## src/rtl/memory_arbiter_pkg.sv

```systemverilog
`default_nettype none
// ============================================================================
// Module      : memory_arbiter_pkg
// Description : Shared types and default constants for the memory arbiter:
//               FSM state encoding, granted-port encoding and the default
//               RAM latency / starvation limit.
// Revision    : 1.0 - initial release
// ============================================================================
package memory_arbiter_pkg;

  localparam int DEFAULT_LATENCY    = 2;
  localparam int DEFAULT_MAX_STARVE = 4;

  typedef enum logic [1:0] {
    IDLE  = 2'd0,
    ISSUE = 2'd1,
    WAIT  = 2'd2,
    DONE  = 2'd3
  } state_e;

  typedef enum logic {
    PORT_IF  = 1'b0,
    PORT_MEM = 1'b1
  } port_e;

endpackage
`default_nettype wire

```

## src/rtl/latency_timer.sv

```systemverilog
`default_nettype none
// ============================================================================
// Module      : latency_timer
// Description : Down-counter tracking the RAM read latency. Loaded with
//               LATENCY, decremented on request, expires when it reads 1.
// Ports       : clk, reset (async, active-low), load_i, dec_i, expire_o
// Revision    : 1.0 - initial release
// ============================================================================
module latency_timer #(
  parameter int LATENCY = 2,
  localparam int CW = $clog2(LATENCY + 1)
) (
  input  logic clk,
  input  logic reset,
  input  logic load_i,
  input  logic dec_i,
  output logic expire_o
);

  logic [CW-1:0] count_q;

  always_ff @(posedge clk or negedge reset) begin
    if (!reset) begin
      count_q <= '0;
    end else if (load_i) begin
      count_q <= CW'(LATENCY);
    end else if (dec_i && (count_q != '0)) begin
      count_q <= count_q - CW'(1);
    end
  end

  assign expire_o = (count_q == CW'(1));

endmodule
`default_nettype wire

```

## src/rtl/memory_arbiter.sv

```systemverilog
`default_nettype none
// ============================================================================
// Module      : memory_arbiter
// Description : Arbitrates an instruction-fetch read port and a data port
//               onto one single-ported RAM. Data port has priority unless
//               the IF port has been passed over MAX_STARVE times in a row.
// Ports       : clk, reset (async, active-low)
//               ifReq/ifAddress -> ifReady/ifData           (IF read port)
//               memReq/memWrite/memAddress/memWriteData
//                 -> memReady/memReadData                    (data port)
//               ramEnable/ramWrite/ramAddress/ramWriteData, ramReadData
//               stallIf/stallMem                             (pipeline stalls)
// Revision    : 1.0 - initial release
// ============================================================================
module memory_arbiter
  import memory_arbiter_pkg::*;
#(
  parameter int LATENCY    = DEFAULT_LATENCY,
  parameter int MAX_STARVE = DEFAULT_MAX_STARVE
) (
  input  logic        clk,
  input  logic        reset,
  input  logic        ifReq,
  input  logic [31:0] ifAddress,
  output logic        ifReady,
  output logic [31:0] ifData,
  input  logic        memReq,
  input  logic        memWrite,
  input  logic [31:0] memAddress,
  input  logic [31:0] memWriteData,
  output logic        memReady,
  output logic [31:0] memReadData,
  output logic        ramEnable,
  output logic        ramWrite,
  output logic [31:0] ramAddress,
  output logic [31:0] ramWriteData,
  input  logic [31:0] ramReadData,
  output logic        stallIf,
  output logic        stallMem
);

  localparam int SW = $clog2(MAX_STARVE + 1);

  state_e        state_q;
  port_e         grant_q;
  logic [SW-1:0] starve_q;
  logic [SW-1:0] starve_d;
  logic          ramEnable_q;
  logic          ramWrite_q;
  logic [31:0]   ramAddress_q;
  logic [31:0]   ramWriteData_q;
  logic          ifReady_q;
  logic          memReady_q;
  logic [31:0]   ifData_q;
  logic [31:0]   memReadData_q;
  logic          pick_if;
  logic          timer_expire;

  latency_timer #(.LATENCY(LATENCY)) u_timer (
    .clk      (clk),
    .reset    (reset),
    .load_i   (state_q == ISSUE),
    .dec_i    (state_q == WAIT),
    .expire_o (timer_expire)
  );

  // IF wins when the data port is idle or when IF has starved long enough.
  assign pick_if = ifReq && (!memReq || (starve_q == SW'(MAX_STARVE)));

  // Starvation counter next value; only committed in IDLE.
  always_comb begin
    starve_d = starve_q;
    if (!ifReq) begin
      starve_d = '0;
    end else if (memReq && !pick_if) begin
      if (starve_q != SW'(MAX_STARVE)) begin
        starve_d = starve_q + SW'(1);
      end
    end else begin
      starve_d = '0;
    end
  end

  always_ff @(posedge clk or negedge reset) begin
    if (!reset) begin
      state_q        <= IDLE;
      grant_q        <= PORT_IF;
      starve_q       <= '0;
      ramEnable_q    <= 1'b0;
      ramWrite_q     <= 1'b0;
      ramAddress_q   <= '0;
      ramWriteData_q <= '0;
      ifReady_q      <= 1'b0;
      memReady_q     <= 1'b0;
      ifData_q       <= '0;
      memReadData_q  <= '0;
    end else begin
      case (state_q)
        IDLE: begin
          starve_q <= starve_d;
          if (ifReq || memReq) begin
            state_q     <= ISSUE;
            ramEnable_q <= 1'b1;
            if (pick_if) begin
              grant_q        <= PORT_IF;
              ramWrite_q     <= 1'b0;
              ramAddress_q   <= ifAddress;
              ramWriteData_q <= '0;
            end else begin
              grant_q        <= PORT_MEM;
              ramWrite_q     <= memWrite;
              ramAddress_q   <= memAddress;
              ramWriteData_q <= memWriteData;
            end
          end
        end
        ISSUE: begin
          ramEnable_q <= 1'b0;
          state_q     <= WAIT;
        end
        WAIT: begin
          if (timer_expire) begin
            state_q <= DONE;
            if (grant_q == PORT_IF) begin
              ifData_q  <= ramReadData;
              ifReady_q <= 1'b1;
            end else begin
              // Writes complete with the same timing but leave read data alone.
              if (!ramWrite_q) begin
                memReadData_q <= ramReadData;
              end
              memReady_q <= 1'b1;
            end
          end
        end
        DONE: begin
          ifReady_q  <= 1'b0;
          memReady_q <= 1'b0;
          state_q    <= IDLE;
        end
        default: state_q <= IDLE;
      endcase
    end
  end

  assign ramEnable    = ramEnable_q;
  assign ramWrite     = ramWrite_q;
  assign ramAddress   = ramAddress_q;
  assign ramWriteData = ramWriteData_q;
  assign ifReady      = ifReady_q;
  assign memReady     = memReady_q;
  assign ifData       = ifData_q;
  assign memReadData  = memReadData_q;
  assign stallIf      = ifReq && !ifReady_q;
  assign stallMem     = memReq && !memReady_q;

endmodule
`default_nettype wire

```

## config.mk

```make
export PLATFORM = sky130hd
export DESIGN_NAME = memory_arbiter
export DESIGN_NICKNAME = d
export VERILOG_FILES = /design/src/rtl/memory_arbiter_pkg.sv /design/src/rtl/latency_timer.sv /design/src/rtl/memory_arbiter.sv
export SDC_FILE = /design/constraint.sdc
export NUM_CORES = 1
export LEC_CHECK = 0
export CORE_ASPECT_RATIO = 1.75
export CORE_UTILIZATION = 45
export DETAILED_ROUTE_END_ITERATION = 16
export GPL_ROUTABILITY_DRIVEN = 0
export PLACE_DENSITY = 0.95
export SLEW_MARGIN = 20
export SYNTH_ARGS = -nofsm -noshare
export SYNTH_HDL_FRONTEND = slang
export SYNTH_SLANG_ARGS = --single-unit
```

## constraint.sdc

```tcl
create_clock -name clk -period 4.1 [get_ports clk]
set_input_delay 0.82 -clock clk [delete_from_list [all_inputs] [get_ports clk]]
set_output_delay 0.82 -clock clk [all_outputs]
set_load 0.01 [all_outputs]
```

==> summary.txt <==
CTS
  – CTS buffer count: 17
  – H-tree depth: 4
  – Worst skew pair latency: 410 ps
  – Clock root cell: clkbuf_16
  – Post-CTS Hold Fix Bufs: 0
  – CTS max path bufs: 2
  – TritonCTS clock tree: done
  – Clock slew at reported path FFs: 60 ps
  – Postcts setup bufs: 0
  – Sink Count: between 100 and 150
  – Post-CTS resize count: 0

Layout
  – # fillers: ~890
  – Area Growth Syn to Fin: 58.25%
  – Post-route insts no fill: roughly 960
  – Final net count: between 900 and 1000
  – Share of cells above drive strength 1: between 10% and 20%
  – N_diodes: 0

Yosys
  – Distinct cells, synth: 31
  – #FFs+latches synth: 140
  – Synth Net Count: approximately 670
  – Post-synthesis cell area: around 0.006 mm^2
  – Synth area leader: dfrtp_1
  – Share of the synthesized area in the top cell type: 59.40%
  – Synth warnings: 0
  – Area contributors post-synth: dfrtp_1, mux2_2, nand2_1
  – Syn avg cell area: approximately 11 um^2
  – Sequential-to-total area share from yosys stat: 59.40%
  – Cells after Synth: 524

Setup path
  – Largest fanout on the critical path: 6
  – R2r worst-path depth: 5
  – Crit path DAT: 2180 ps
  – Crit Reg-Reg Endpoint: memReadData[22]$_DFFE_PN0P_
  – Worst setup path category: in -> out
  – Setup slack, reg-to-reg: 1780 ps
  – RR Startpoint: state_q[0]$_DFFE_PN0P_
  – End of the critical path: stallMem
  – Startpoint Class: input port
  – CP Launch Point: memReq
  – Crit path required time: about 3300 ps
  – CP Capture Type: primary output

Timing
  – Final setup violation count: 0
  – Period utilisation layout: between 70% and 80%
  – Post-route setup TNS: 0 ps
  – Min Tclk post-route: around 3000 ps
  – Final Hold Fails: 0
  – Fin. max-slew vios: 0
  – Post-Route Skew: approximately 10 ps
  – Worst-Margin Slew: approximately 880 ps
  – Slew margin rel.: between 40% and 50%
  – Fmax: roughly 0.33 GHz
  – RSZ-0062 raised after global routing: false

Min path
  – Hold Path Class: in -> async

Floorplan
  – Core Footprint: 0.01287 mm^2
  – DIE WIDTH: between 80 and 90 um
  – I/O pins: roughly 270
  – Initial core utilization: a little under half
  – Number of cell rows: 55
  – Die Y: roughly 150 um
  – Die area: approximately 0.014 mm^2

GRT
  – GR Overflow Total: 0
  – Largest net degree at the start of global routing: between 90 and 100
  – First-pass GRT wire length: 28680 um
  – Vias in the first global route: between 5000 and 6000
  – Initial antenna violation count: 0
  – Tot GR Track Use: about 28%

Routing
  – DRT Wirelength: approximately 18000 um
  – Routed vias: about 5100
  – Final ANT Viol Nets: 0
  – Drt wl/cell: about 19 um
  – DRT iter0 DRCs: approximately 400
  – Total iterations of the first detailed-routing run: 4
  – Residual DRC: 0
  – Vias per cell: around 5.4

Placed design
  – DP HPWL: around 13000 um
  – Inst Count DP: around 930
  – IO Port Bufs: roughly 270

Power and ir drop
  – Cell Int Power: roughly 4.8 mW
  – Final Total Pwr: around 7.3 mW
  – Clock power share: between 20 and 25%
  – Combinational share of power: 44.0%
  – Sequential power share: about a third
  – Switching power: between 2 and 2.5 mW
  – Worst IR Drop VDD: 385.4 uV
  – Net Sw Frac: approximately a third
  – Pwr Density: roughly 780 mW/mm^2
  – Leak Pwr: 3.884 nW

Run status
  – Status: complete, no violations

Flow run
  – Max_cap viols: 0
[routing by layer]
| metal | GRT usage (%) | vias to the layer above | share of wire (%) |
|---|---|---|---|
| met2 | 48.24 | 266 | 54 |
| met1 | 31.17 | 2497 | 36 |
| li1 | - | 2321 | - |
| met3 | 7.667 | 65 | 5.9 |
| met4 | 14.98 | 0 | 4.6 |
| met5 | 0 | - | 0 |
[cells in the mapped netlist]
library cell,number
dfrtp_1,140
nand2_1,132
mux2_2,65
nand4_1,33
o211ai_1,32
buf_2,25
o21ai_0,20
o21ai_1,16
clkbuf_1,11
inv_1,9
ha_1,8
nor2_1,6
mux2i_1,3
nand2b_1,3
o2bb2ai_1,3
buf_4,2
nand3_1,2
a211o_1,1
a21bo_2,1
a21boi_2,1
a2bb2oi_1,1
buf_1,1
buf_6,1
nand3b_1,1
nand4b_1,1
nor2b_1,1
o21a_1,1
o21ai_2,1
o22a_1,1
o31ai_1,1
xnor2_1,1
[final cells by class]
class,instances,area (um^2),share of cell area (%)
Sequential cell,140,3503,37.53
Clock inverter,15,200.2,2.145
Clock buffer,17,425.4,4.558
Tap cell,171,214.0,2.292
Timing Repair Buffer,274,2774,29.72
Multi-Input combinational cell,335,2183,23.39
Inverter,9,33.78,0.3619
[placed cells by master (no fill, tap or decap), types with 2 or more instances in the layout]
| cell | n |
|---|---|
| clkdlybuf4s50_1 | 265 |
| dfrtp_1 | 140 |
| nand2_1 | 132 |
| mux2_2 | 65 |
| nand4_1 | 33 |
| o211ai_1 | 32 |
| o21ai_0 | 20 |
| clkbuf_16 | 17 |
| o21ai_1 | 16 |
| inv_1 | 9 |
| ha_1 | 7 |
| nor2_1 | 5 |
| inv_6 | 5 |
| buf_12 | 4 |
| buf_4 | 4 |
| nand2b_1 | 3 |
| o2bb2ai_1 | 3 |
| mux2i_1 | 3 |
| bufinv_16 | 3 |
| inv_8 | 3 |
| nand3_1 | 2 |
| clkinv_4 | 2 |
| clkinvlp_4 | 2 |
[worst min-delay path by stage]
stage	start	endpoint	slack, ps	depth (start not counted)
2_1_floorplan	u_timer.count_q[1]$_DFFE_PN0P_	u_timer.count_q[1]$_DFFE_PN0P_	460	1
3_5_place_dp	ramWriteData[10]$_DFFE_PN0P_	ramWriteData[10]$_DFFE_PN0P_	470	2
5_1_grt	ramWriteData[17]$_DFFE_PN0P_	ramWriteData[17]$_DFFE_PN0P_	520	2
3_3_place_gp	ramWriteData[17]$_DFFE_PN0P_	ramWriteData[17]$_DFFE_PN0P_	460	2
4_1_cts	ramWriteData[17]$_DFFE_PN0P_	ramWriteData[17]$_DFFE_PN0P_	480	2
6_report	reset	ramAddress[13]$_DFFE_PN0P_	460	1
[worst max-delay path, stage by stage]
cell             delay, ps
clkdlybuf4s50_1        650
nor2b_1                170
clkdlybuf4s50_1        540
[power by group through the flow]
stage / Sequential, mW / Clock [mW] / Combinational, mW
2_1_floorplan: 2.70 / 0 / 1.09
3_3_place_gp: 2.39 / 0 / 3.09
3_5_place_dp: 2.45 / 0 / 3.20
4_1_cts: 2.45 / 1.65 / 3.22
5_1_grt: 2.52 / 1.71 / 3.45
6_report: 2.45 / 1.62 / 3.19
[sequential cells by signal (all words and copies together) (netlist names)]
| signal | flops |
|---|---|
| grant_q | 1 |
| ifData | 32 |
| ifReady | 1 |
| memReadData | 32 |
| memReady | 1 |
| ramAddress | 32 |
| ramEnable | 1 |
| ramWrite | 1 |
| ramWriteData | 32 |
| starve_q | 3 |
| state_q | 2 |
| u_timer.count_q | 2 |
[logic make-up (layout without fill, tap and decap cells)]
kind of cell / after synthesis / count (layout) / synth area share (%)
AO/OA/AOI/OAI: 79 / 79 / 8.783
flip-flops: 140 / 140 / 59.40
XOR/XNOR: 1 / 1 / 0.1485
multiplexers: 68 / 68 / 12.92
AND/OR/NAND/NOR: 179 / 179 / 13.15
buffers and inverters: 49 / 315 / 3.903
adder cells (fa/ha/maj): 8 / 8 / 1.697
[metrics by stage]
| step | setup slack, ps | util [%] | cell area [um^2] | hold WS, ps |
|---|---|---|---|---|
| floorplan | 2245 | - | 5898 | 458.8 |
| global placement | 1103 | 67.67 | 8708 | 460.1 |
| detailed placement | 1080 | 67.67 | 8708 | 469.0 |
| CTS | 1091 | 72.53 | 9334 | 483.8 |
| global route | 996.8 | 72.53 | 9334 | 515.1 |
| finish | 1102 | 72.53 | 9334 | 462.7 |
No activity file was read; power rests on OpenSTA's default activity.
